## src/rtl/rvfi_order_seq_pkg.sv

```systemverilog
`default_nettype none
// ============================================================================
// Module  : rvfi_order_seq_pkg
// Brief   : Shared types and order classification for the RVFI order sequencer.
// Revision: 1.0 - initial release
// ============================================================================
package rvfi_order_seq_pkg;

    localparam int RVFI_XLEN   = 32;
    localparam int DEPTH_DEF   = 8;
    localparam int IDX_W       = $clog2(DEPTH_DEF);

    typedef struct packed {
        logic [31:0]          insn;
        logic                 trap;
        logic [RVFI_XLEN-1:0] pc_rdata;
        logic [RVFI_XLEN-1:0] pc_wdata;
        logic [63:0]          order;
    } rvfi_seq_entry_t;

    typedef enum logic [1:0] {
        ORD_ACCEPT   = 2'd0,
        ORD_STALE    = 2'd1,
        ORD_OVERFLOW = 2'd2
    } ord_class_e;

    // Modular distance from head: the top half of the 64-bit space is "behind".
    function automatic ord_class_e order_diff(
        input logic [63:0] i_order,
        input logic [63:0] i_head,
        input logic [63:0] i_depth
    );
        logic [63:0] w_diff;
        w_diff = i_order - i_head;
        if (w_diff[63])
            return ORD_STALE;
        else if (w_diff < i_depth)
            return ORD_ACCEPT;
        else
            return ORD_OVERFLOW;
    endfunction

endpackage
`default_nettype wire

```

## src/rtl/rvfi_order_seq_if.sv

```systemverilog
`default_nettype none
// ============================================================================
// Module  : rvfi_order_seq_if
// Brief   : RVFI retire inputs and ordered output stream of the sequencer.
// Revision: 1.0 - initial release
// ============================================================================
interface rvfi_order_seq_if #(
    parameter int NRET = 1,
    parameter int XLEN = 32
);
    logic [NRET-1:0]      rvfi_valid;
    logic [64*NRET-1:0]   rvfi_order;
    logic [32*NRET-1:0]   rvfi_insn;
    logic [NRET-1:0]      rvfi_trap;
    logic [XLEN*NRET-1:0] rvfi_pc_rdata;
    logic [XLEN*NRET-1:0] rvfi_pc_wdata;

    logic                 out_valid;
    logic                 out_ready;
    logic [63:0]          out_order;
    logic [31:0]          out_insn;
    logic                 out_trap;
    logic [XLEN-1:0]      out_pc_rdata;
    logic [XLEN-1:0]      out_pc_wdata;

    modport master (
        output rvfi_valid, rvfi_order, rvfi_insn, rvfi_trap, rvfi_pc_rdata, rvfi_pc_wdata,
        output out_ready,
        input  out_valid, out_order, out_insn, out_trap, out_pc_rdata, out_pc_wdata
    );

    modport slave (
        input  rvfi_valid, rvfi_order, rvfi_insn, rvfi_trap, rvfi_pc_rdata, rvfi_pc_wdata,
        input  out_ready,
        output out_valid, out_order, out_insn, out_trap, out_pc_rdata, out_pc_wdata
    );
endinterface
`default_nettype wire

```

## src/rtl/rvfi_order_seq_mem.sv

```systemverilog
`default_nettype none
// ============================================================================
// Module  : rvfi_order_seq_mem
// Brief   : Slot store with valid bits, priority-resolved write ports, one read
//           port and one clear port.
// Revision: 1.0 - initial release
// ============================================================================
module rvfi_order_seq_mem
    import rvfi_order_seq_pkg::*;
#(
    parameter int DEPTH  = 8,
    parameter int NRET   = 1,
    parameter int SLOT_W = $clog2(DEPTH)
) (
    input  logic                        clock,
    input  logic                        reset,
    input  logic [NRET-1:0]             i_wr_en,
    input  logic [NRET*SLOT_W-1:0]      i_wr_idx,
    input  rvfi_seq_entry_t [NRET-1:0]  i_wr_data,
    output logic [NRET-1:0]             o_wr_accept,
    input  logic [SLOT_W-1:0]           i_rd_idx,
    output logic                        o_rd_valid,
    output rvfi_seq_entry_t             o_rd_data,
    input  logic                        i_clr_en,
    input  logic [SLOT_W-1:0]           i_clr_idx
);
    logic [DEPTH-1:0] r_valid;
    rvfi_seq_entry_t  r_data [DEPTH];
    logic [NRET-1:0]  w_accept;

    // A lower channel aiming at the same slot wins, whether or not it was accepted.
    always_comb begin
        w_accept = '0;
        for (int j = 0; j < NRET; j++) begin
            w_accept[j] = i_wr_en[j] && !r_valid[i_wr_idx[SLOT_W*j +: SLOT_W]];
            for (int k = 0; k < j; k++) begin
                if (i_wr_en[k] && (i_wr_idx[SLOT_W*k +: SLOT_W] == i_wr_idx[SLOT_W*j +: SLOT_W]))
                    w_accept[j] = 1'b0;
            end
        end
    end

    always_ff @(posedge clock or posedge reset) begin
        if (reset) begin
            r_valid <= '0;
        end else begin
            if (i_clr_en)
                r_valid[i_clr_idx] <= 1'b0;
            for (int j = 0; j < NRET; j++) begin
                if (w_accept[j])
                    r_valid[i_wr_idx[SLOT_W*j +: SLOT_W]] <= 1'b1;
            end
        end
    end

    always_ff @(posedge clock) begin
        for (int j = 0; j < NRET; j++) begin
            if (w_accept[j])
                r_data[i_wr_idx[SLOT_W*j +: SLOT_W]] <= i_wr_data[j];
        end
    end

    assign o_wr_accept = w_accept;
    assign o_rd_valid  = r_valid[i_rd_idx];
    assign o_rd_data   = r_data[i_rd_idx];

endmodule
`default_nettype wire

```

## src/rtl/rvfi_order_seq.sv

```systemverilog
`default_nettype none
// ============================================================================
// Module  : rvfi_order_seq
// Brief   : Reorders RVFI retirements from NRET channels into a strict
//           rvfi_order stream. Optional PC continuity check via
//           RVFI_ORDER_SEQ_PCCHK_EN (adds err_pc).
// Revision: 1.0 - initial release
// ============================================================================
module rvfi_order_seq
    import rvfi_order_seq_pkg::*;
#(
    parameter int NRET  = 1,
    parameter int XLEN  = RVFI_XLEN,
    parameter int DEPTH = 8
) (
    input  logic                    clock,
    input  logic                    reset,
    rvfi_order_seq_if.slave         bus,
    output logic [$clog2(DEPTH):0]  out_count,
    output logic                    err_dup,
    output logic                    err_overflow
`ifdef RVFI_ORDER_SEQ_PCCHK_EN
    ,
    output logic                    err_pc
`endif
);
    localparam int SLOT_W = $clog2(DEPTH);
    localparam int CNT_W  = SLOT_W + 1;

    logic [63:0]                r_head;
    logic [CNT_W-1:0]           r_count;
    logic                       r_err_dup;
    logic                       r_err_ovf;

    logic [NRET-1:0]            w_wr_en;
    logic [NRET-1:0]            w_accept;
    logic [NRET-1:0]            w_stale;
    logic [NRET-1:0]            w_ovf;
    logic [NRET*SLOT_W-1:0]     w_wr_idx;
    rvfi_seq_entry_t [NRET-1:0] w_wr_data;
    rvfi_seq_entry_t            w_rd;
    logic                       w_rd_valid;
    logic                       w_pop;
    logic [CNT_W-1:0]           w_nacc;

    // Every channel is classified against the head as it stood before this cycle's pop.
    always_comb begin
        w_wr_en   = '0;
        w_stale   = '0;
        w_ovf     = '0;
        w_wr_idx  = '0;
        w_wr_data = '0;
        for (int j = 0; j < NRET; j++) begin
            w_wr_data[j].order    = bus.rvfi_order[64*j +: 64];
            w_wr_data[j].insn     = bus.rvfi_insn[32*j +: 32];
            w_wr_data[j].trap     = bus.rvfi_trap[j];
            w_wr_data[j].pc_rdata = bus.rvfi_pc_rdata[XLEN*j +: XLEN];
            w_wr_data[j].pc_wdata = bus.rvfi_pc_wdata[XLEN*j +: XLEN];
            w_wr_idx[SLOT_W*j +: SLOT_W] = bus.rvfi_order[64*j +: SLOT_W];
            case (order_diff(bus.rvfi_order[64*j +: 64], r_head, 64'(DEPTH)))
                ORD_ACCEPT: w_wr_en[j] = bus.rvfi_valid[j];
                ORD_STALE:  w_stale[j] = bus.rvfi_valid[j];
                default:    w_ovf[j]   = bus.rvfi_valid[j];
            endcase
        end
    end

    rvfi_order_seq_mem #(
        .DEPTH  (DEPTH),
        .NRET   (NRET),
        .SLOT_W (SLOT_W)
    ) u_mem (
        .clock       (clock),
        .reset       (reset),
        .i_wr_en     (w_wr_en),
        .i_wr_idx    (w_wr_idx),
        .i_wr_data   (w_wr_data),
        .o_wr_accept (w_accept),
        .i_rd_idx    (r_head[SLOT_W-1:0]),
        .o_rd_valid  (w_rd_valid),
        .o_rd_data   (w_rd),
        .i_clr_en    (w_pop),
        .i_clr_idx   (r_head[SLOT_W-1:0])
    );

    assign w_pop = w_rd_valid && bus.out_ready;

    always_comb begin
        w_nacc = '0;
        for (int j = 0; j < NRET; j++)
            w_nacc = w_nacc + CNT_W'(w_accept[j]);
    end

    always_ff @(posedge clock or posedge reset) begin
        if (reset) begin
            r_head    <= '0;
            r_count   <= '0;
            r_err_dup <= 1'b0;
            r_err_ovf <= 1'b0;
        end else begin
            if (w_pop)
                r_head <= r_head + 64'd1;
            r_count <= r_count + w_nacc - CNT_W'(w_pop);
            if ((|w_stale) || (|(w_wr_en & ~w_accept)))
                r_err_dup <= 1'b1;
            if (|w_ovf)
                r_err_ovf <= 1'b1;
        end
    end

    assign bus.out_valid    = w_rd_valid;
    assign bus.out_order    = w_rd_valid ? w_rd.order    : '0;
    assign bus.out_insn     = w_rd_valid ? w_rd.insn     : '0;
    assign bus.out_trap     = w_rd_valid ? w_rd.trap     : 1'b0;
    assign bus.out_pc_rdata = w_rd_valid ? w_rd.pc_rdata : '0;
    assign bus.out_pc_wdata = w_rd_valid ? w_rd.pc_wdata : '0;
    assign out_count        = r_count;
    assign err_dup          = r_err_dup;
    assign err_overflow     = r_err_ovf;

`ifdef RVFI_ORDER_SEQ_PCCHK_EN
    logic            r_have_prev;
    logic [XLEN-1:0] r_prev_wdata;
    logic            r_err_pc;

    always_ff @(posedge clock or posedge reset) begin
        if (reset) begin
            r_have_prev  <= 1'b0;
            r_prev_wdata <= '0;
            r_err_pc     <= 1'b0;
        end else if (w_pop) begin
            r_have_prev  <= 1'b1;
            r_prev_wdata <= w_rd.pc_wdata;
            if (r_have_prev && (w_rd.pc_rdata != r_prev_wdata))
                r_err_pc <= 1'b1;
        end
    end

    assign err_pc = r_err_pc;

`ifdef RISCV_FORMAL
    always_comb assert (!r_err_pc);
`endif
`endif

endmodule
`default_nettype wire
```

## src/flat_wrapper.sv

```systemverilog
// flat-port wrapper written by rule: the top's interface ports become plain ports
module rvfi_order_seq_flat import rvfi_order_seq_pkg::*;
#(
    parameter int NRET  = 1,
    parameter int XLEN  = RVFI_XLEN,
    parameter int DEPTH = 8
)
  (clock, reset, out_count, err_dup, err_overflow, bus_rvfi_valid, bus_rvfi_order, bus_rvfi_insn, bus_rvfi_trap, bus_rvfi_pc_rdata, bus_rvfi_pc_wdata, bus_out_ready, bus_out_valid, bus_out_order, bus_out_insn, bus_out_trap, bus_out_pc_rdata, bus_out_pc_wdata);
  rvfi_order_seq_if #(.NRET(NRET), .XLEN(XLEN)) bus_i ();
  input  logic clock;
  input  logic reset;
  output logic [$clog2(DEPTH):0] out_count;
  output logic err_dup;
  output logic err_overflow;
  input wire logic [$bits(bus_i.rvfi_valid)-1:0] bus_rvfi_valid;
  input wire logic [$bits(bus_i.rvfi_order)-1:0] bus_rvfi_order;
  input wire logic [$bits(bus_i.rvfi_insn)-1:0] bus_rvfi_insn;
  input wire logic [$bits(bus_i.rvfi_trap)-1:0] bus_rvfi_trap;
  input wire logic [$bits(bus_i.rvfi_pc_rdata)-1:0] bus_rvfi_pc_rdata;
  input wire logic [$bits(bus_i.rvfi_pc_wdata)-1:0] bus_rvfi_pc_wdata;
  input wire logic [$bits(bus_i.out_ready)-1:0] bus_out_ready;
  output wire logic [$bits(bus_i.out_valid)-1:0] bus_out_valid;
  output wire logic [$bits(bus_i.out_order)-1:0] bus_out_order;
  output wire logic [$bits(bus_i.out_insn)-1:0] bus_out_insn;
  output wire logic [$bits(bus_i.out_trap)-1:0] bus_out_trap;
  output wire logic [$bits(bus_i.out_pc_rdata)-1:0] bus_out_pc_rdata;
  output wire logic [$bits(bus_i.out_pc_wdata)-1:0] bus_out_pc_wdata;
  assign bus_i.rvfi_valid = bus_rvfi_valid;
  assign bus_i.rvfi_order = bus_rvfi_order;
  assign bus_i.rvfi_insn = bus_rvfi_insn;
  assign bus_i.rvfi_trap = bus_rvfi_trap;
  assign bus_i.rvfi_pc_rdata = bus_rvfi_pc_rdata;
  assign bus_i.rvfi_pc_wdata = bus_rvfi_pc_wdata;
  assign bus_i.out_ready = bus_out_ready;
  assign bus_out_valid = bus_i.out_valid;
  assign bus_out_order = bus_i.out_order;
  assign bus_out_insn = bus_i.out_insn;
  assign bus_out_trap = bus_i.out_trap;
  assign bus_out_pc_rdata = bus_i.out_pc_rdata;
  assign bus_out_pc_wdata = bus_i.out_pc_wdata;
  rvfi_order_seq #(.NRET(NRET), .XLEN(XLEN), .DEPTH(DEPTH)) u_core (.clock(clock), .reset(reset), .bus(bus_i), .out_count(out_count), .err_dup(err_dup), .err_overflow(err_overflow));
endmodule
```

## config.mk

```make
export PLATFORM = sky130hd
export DESIGN_NAME = rvfi_order_seq_flat
export DESIGN_NICKNAME = d
export VERILOG_FILES = /design/src/rtl/rvfi_order_seq_pkg.sv /design/src/rtl/rvfi_order_seq_if.sv /design/src/rtl/rvfi_order_seq_mem.sv /design/src/rtl/rvfi_order_seq.sv /design/src/flat_wrapper.sv
export SDC_FILE = /design/constraint.sdc
export NUM_CORES = 2
export LEC_CHECK = 0
export ABC_CLOCK_PERIOD_IN_PS = 16900
export BUFFER_PORTS_ARGS = -buffer_cell sky130_fd_sc_hd__buf_4
export CELL_PAD_IN_SITES_DETAIL_PLACEMENT = 1
export CELL_PAD_IN_SITES_GLOBAL_PLACEMENT = 1
export CORE_MARGIN = 8
export CORE_UTILIZATION = 25
export DETAILED_ROUTE_END_ITERATION = 7
export MAX_ROUTING_LAYER = met4
export PLACE_DENSITY_LB_ADDON = 0.2
export SLEW_MARGIN = 20
export SYNTH_ARGS = -nofsm -noshare
export SYNTH_HDL_FRONTEND = slang
export SYNTH_SLANG_ARGS = --single-unit
```

## constraint.sdc

```tcl
create_clock -name clock -period 16.9 [get_ports clock]
set_input_delay 3.38 -clock clock [delete_from_list [all_inputs] [get_ports clock]]
set_output_delay 3.38 -clock clock [all_outputs]
set_load 0.05 [all_outputs]
```

==> impl_metrics.ini <==
[sta]
rsz0062_at_grt = false
skew_ps = 54.17
period_needed_ps = 9654
setup_violations = 0
worstMarginPinSlew_ps = 1095
max_slew_margin = 0.2701
period_share = 0.5712
slew_violations = 0
max_freq_ghz = 0.1036
hold_viol = 0
setup_tns_ps = 0

[logic_synthesis]
synth-seq-cells = 1366
synth_top_area_cell = edfxtp_1
ys_seq_area_frac = 0.7051
netlist_instances = 3471
synth_edf_count = 1288
synthArstFlopShare = 0.05710
synth_nets = 3704
yosysUniqueCellTypes = 89
synth_area_per_cell_um2 = 16.60
synthesis.area_um2 = 57620
synth_area_leaders = edfxtp_1 67%, mux4_2 13%, dfrtp_1 3.4%, nand2_1 3.0%, a21oi_1 2.3%
synth_top_area_share = 0.6713
yosysWarningCount = 0
synthFlopType = edfxtp_1

[global_routing]
grt_pass1_wl_um = 259900
grt_pass1_vias = 35957
globalRouteTotalUtil = 0.1471
antenna_found_initial = 19
grt_start_max_net_pins = 129
grt-ovfl-total = 0

[clocking]
cts_root_buf = clkbuf_16
cts_num_sinks = 1366
cts-buffers-inserted = 164
hold_buffers = 0
cts_max_path_buffers = 3
post_cts_buffers = 0
cts_resized = 0
cts_tree = built
clock_latency_ps = 820
clk_pin_slew_ps = 50
cts.htree.levels = 4

[drt]
drtIter0Drc = 1967
vias = 32865
drcViolationCount = 0
first_pass_iters = 5
wl_um = 179200
ant_nets = 0
routed_via_density = 4.688
post_drt_wl_per_cell_um = 25.56

[placed_design]
dp_cells = 6698
place_congestion = 0.8475
io_buffers = 332
post_dp_cell_area_um2 = 63760
dpl.hpwl_um = 105100

[critical_path]
worstSetupPathDepth = 15
path_cells = buf_4 -> ha_1 -> a21oi_1 -> a21boi_0 -> nor2_1 -> o31ai_1 -> o21ai_1 -> nor4_1 -> o32ai_1 -> or4_1 -> nor2_1 -> nand4_2 -> nor2_4 -> buf_4 -> buf_12
crit_arrival_ps = 10070
critPathRequiredTime_ps = 17320
end_kind = flip-flop
cp_max_fo = 100
slowest_delay_ps = 900
crit_type = in2reg
cp_slowest_cell = o31ai_1
worstRegToRegCells = 14
cp_top_family = simple AND/OR/NAND/NOR gates
startpoint_type = input pin
cp.buffers_inverters = 3

[layout]
utilization = 0.3004
layout.nets = 4071
fin_cells = 7010
drive_above_1_share = 0.2451
final_area_um2 = 69000
area_growth_pct = 19.75
final_common_cell = edfxtp_1
mostFrequentLayoutCells = 1,288 x edfxtp_1, 458 x nand2_1, 360 x buf_4

[floorplan]
die_w_um = 496.1
core_um2 = 229700
io_pins = 333
initial_core_util = 0.2509
dieArea_um2 = 246100
rows = 176
die_h_um = 496.1

[worst_hold_path]
hold_class = reg2reg
hold_path_depth = 1

[pwr]
ir_drop_mv = 0.08199
power_density_nw_per_um2 = 106.1
p_leak_nw = 22.16

[flow_run]
max-cap-violations = 0

[run_status]
status = finished clean
-- state kept, by name, summed over array words and instances (netlist names) --
name,count
u_core.out_count,4
u_core.err_overflow,1
u_core.u_mem.r_data,1288
u_core.err_dup,1
u_core.r_head,64
u_core.u_mem.r_valid,8
-- power breakdown --
part	switching (mW)	leakage (nW)	internal, mW
clock	1.46	2.53	1.95
sequential	0.0000000269	12.5	3.70
combinational	0.146	7.15	0.0670
-- worst register-to-register path, cell delays in order, from the launching register on --
cell and delay (ps):
dfrtp_4 720, inv_8 640, ha_1 460, a2111oi_2 650, nor4_1 180, o31ai_1 880, o21ai_1 250, nor4_1 330
o32ai_1 120, or4_1 500, nor2_1 300, nand4_2 400, nor2_4 690, buf_4 910, buf_12 720
-- kinds of logic (layout without fill, tap and decap cells) --
group,after synthesis,in the layout,synth area share
adder cells (fa/ha/maj),68,68,0.01490
buffers and inverters,259,758,0.01735
multiplexers,341,341,0.1295
other,0,14,0
AO/OA/AOI/OAI,534,534,0.05663
XOR/XNOR,86,86,0.01307
flip-flops,1366,1366,0.7051
AND/OR/NAND/NOR,817,817,0.06341
-- stage by stage --
| step | hold slack (ps) | power [mW] | setup WS [ps] |
|---|---|---|---|
| after floorplan | 444.9 | 3.862 | -1168 |
| after global placement | 466.1 | 3.983 | 6373 |
| after detailed placement | 464.5 | 3.985 | 6379 |
| after CTS | 474.6 | 7.458 | 7258 |
| after global routing | 499.7 | 7.591 | 6895 |
| final | 467.4 | 7.323 | 7246 |
-- synth_stat cells, drive strengths merged (7+ instances only) --
cell type / n
dfrtp: 78
o211ai: 13
o21a: 22
o21ai: 83
nand3: 42
or3: 10
and3: 11
a211oi: 21
mux4: 323
nand2b: 9
nor4: 13
nor2: 109
nand4: 53
buf: 58
xnor2: 79
a21o: 29
xor2: 7
clkbuf: 113
a31oi: 10
nor3: 57
a21boi: 7
and2: 9
o21bai: 7
edfxtp: 1288
o31ai: 13
ha: 67
a21oi: 260
mux2i: 12
nor2b: 7
or2: 9
a2111oi: 7
o2111ai: 7
inv: 88
nand2: 459
-- metal layers --
layer,part of all wire,vias to the layer above,global-route usage
met5,0,-,-
met4,0.017,0,0.03029
met3,0.043,213,0.02881
met2,0.47,652,0.2343
met1,0.47,17495,0.1968
li1,-,14505,-
-- layout make-up --
type / count / area [um^2]
clock buffer: 207 / 4317
inverter: 88 / 340.3
multi-input combinational: 1846 / 16050
antenna: 14 / 35.03
fill: 23851 / 160700
tap: 3026 / 3786
clock inverter: 91 / 880.8
sequential: 1366 / 40640
timing repair buffer: 372 / 2943
-- worst paths after layout --
kind / startpoint / to / slack [ps]
min in group asynchronous: reset / u_core.out_count[2] / 2610
max reg2reg: u_core.r_head[1] / u_core.u_mem.r_data[5][131] / 8620
max: bus_rvfi_order[11] / u_core.u_mem.r_data[5][131] / 7250
min reg2reg: u_core.r_head[35] / u_core.r_head[35] / 470
min: u_core.r_head[35] / u_core.r_head[35] / 470
max in group asynchronous: reset / u_core.r_head[26] / 13160
Note: power is estimated with default switching activity, not from simulation.
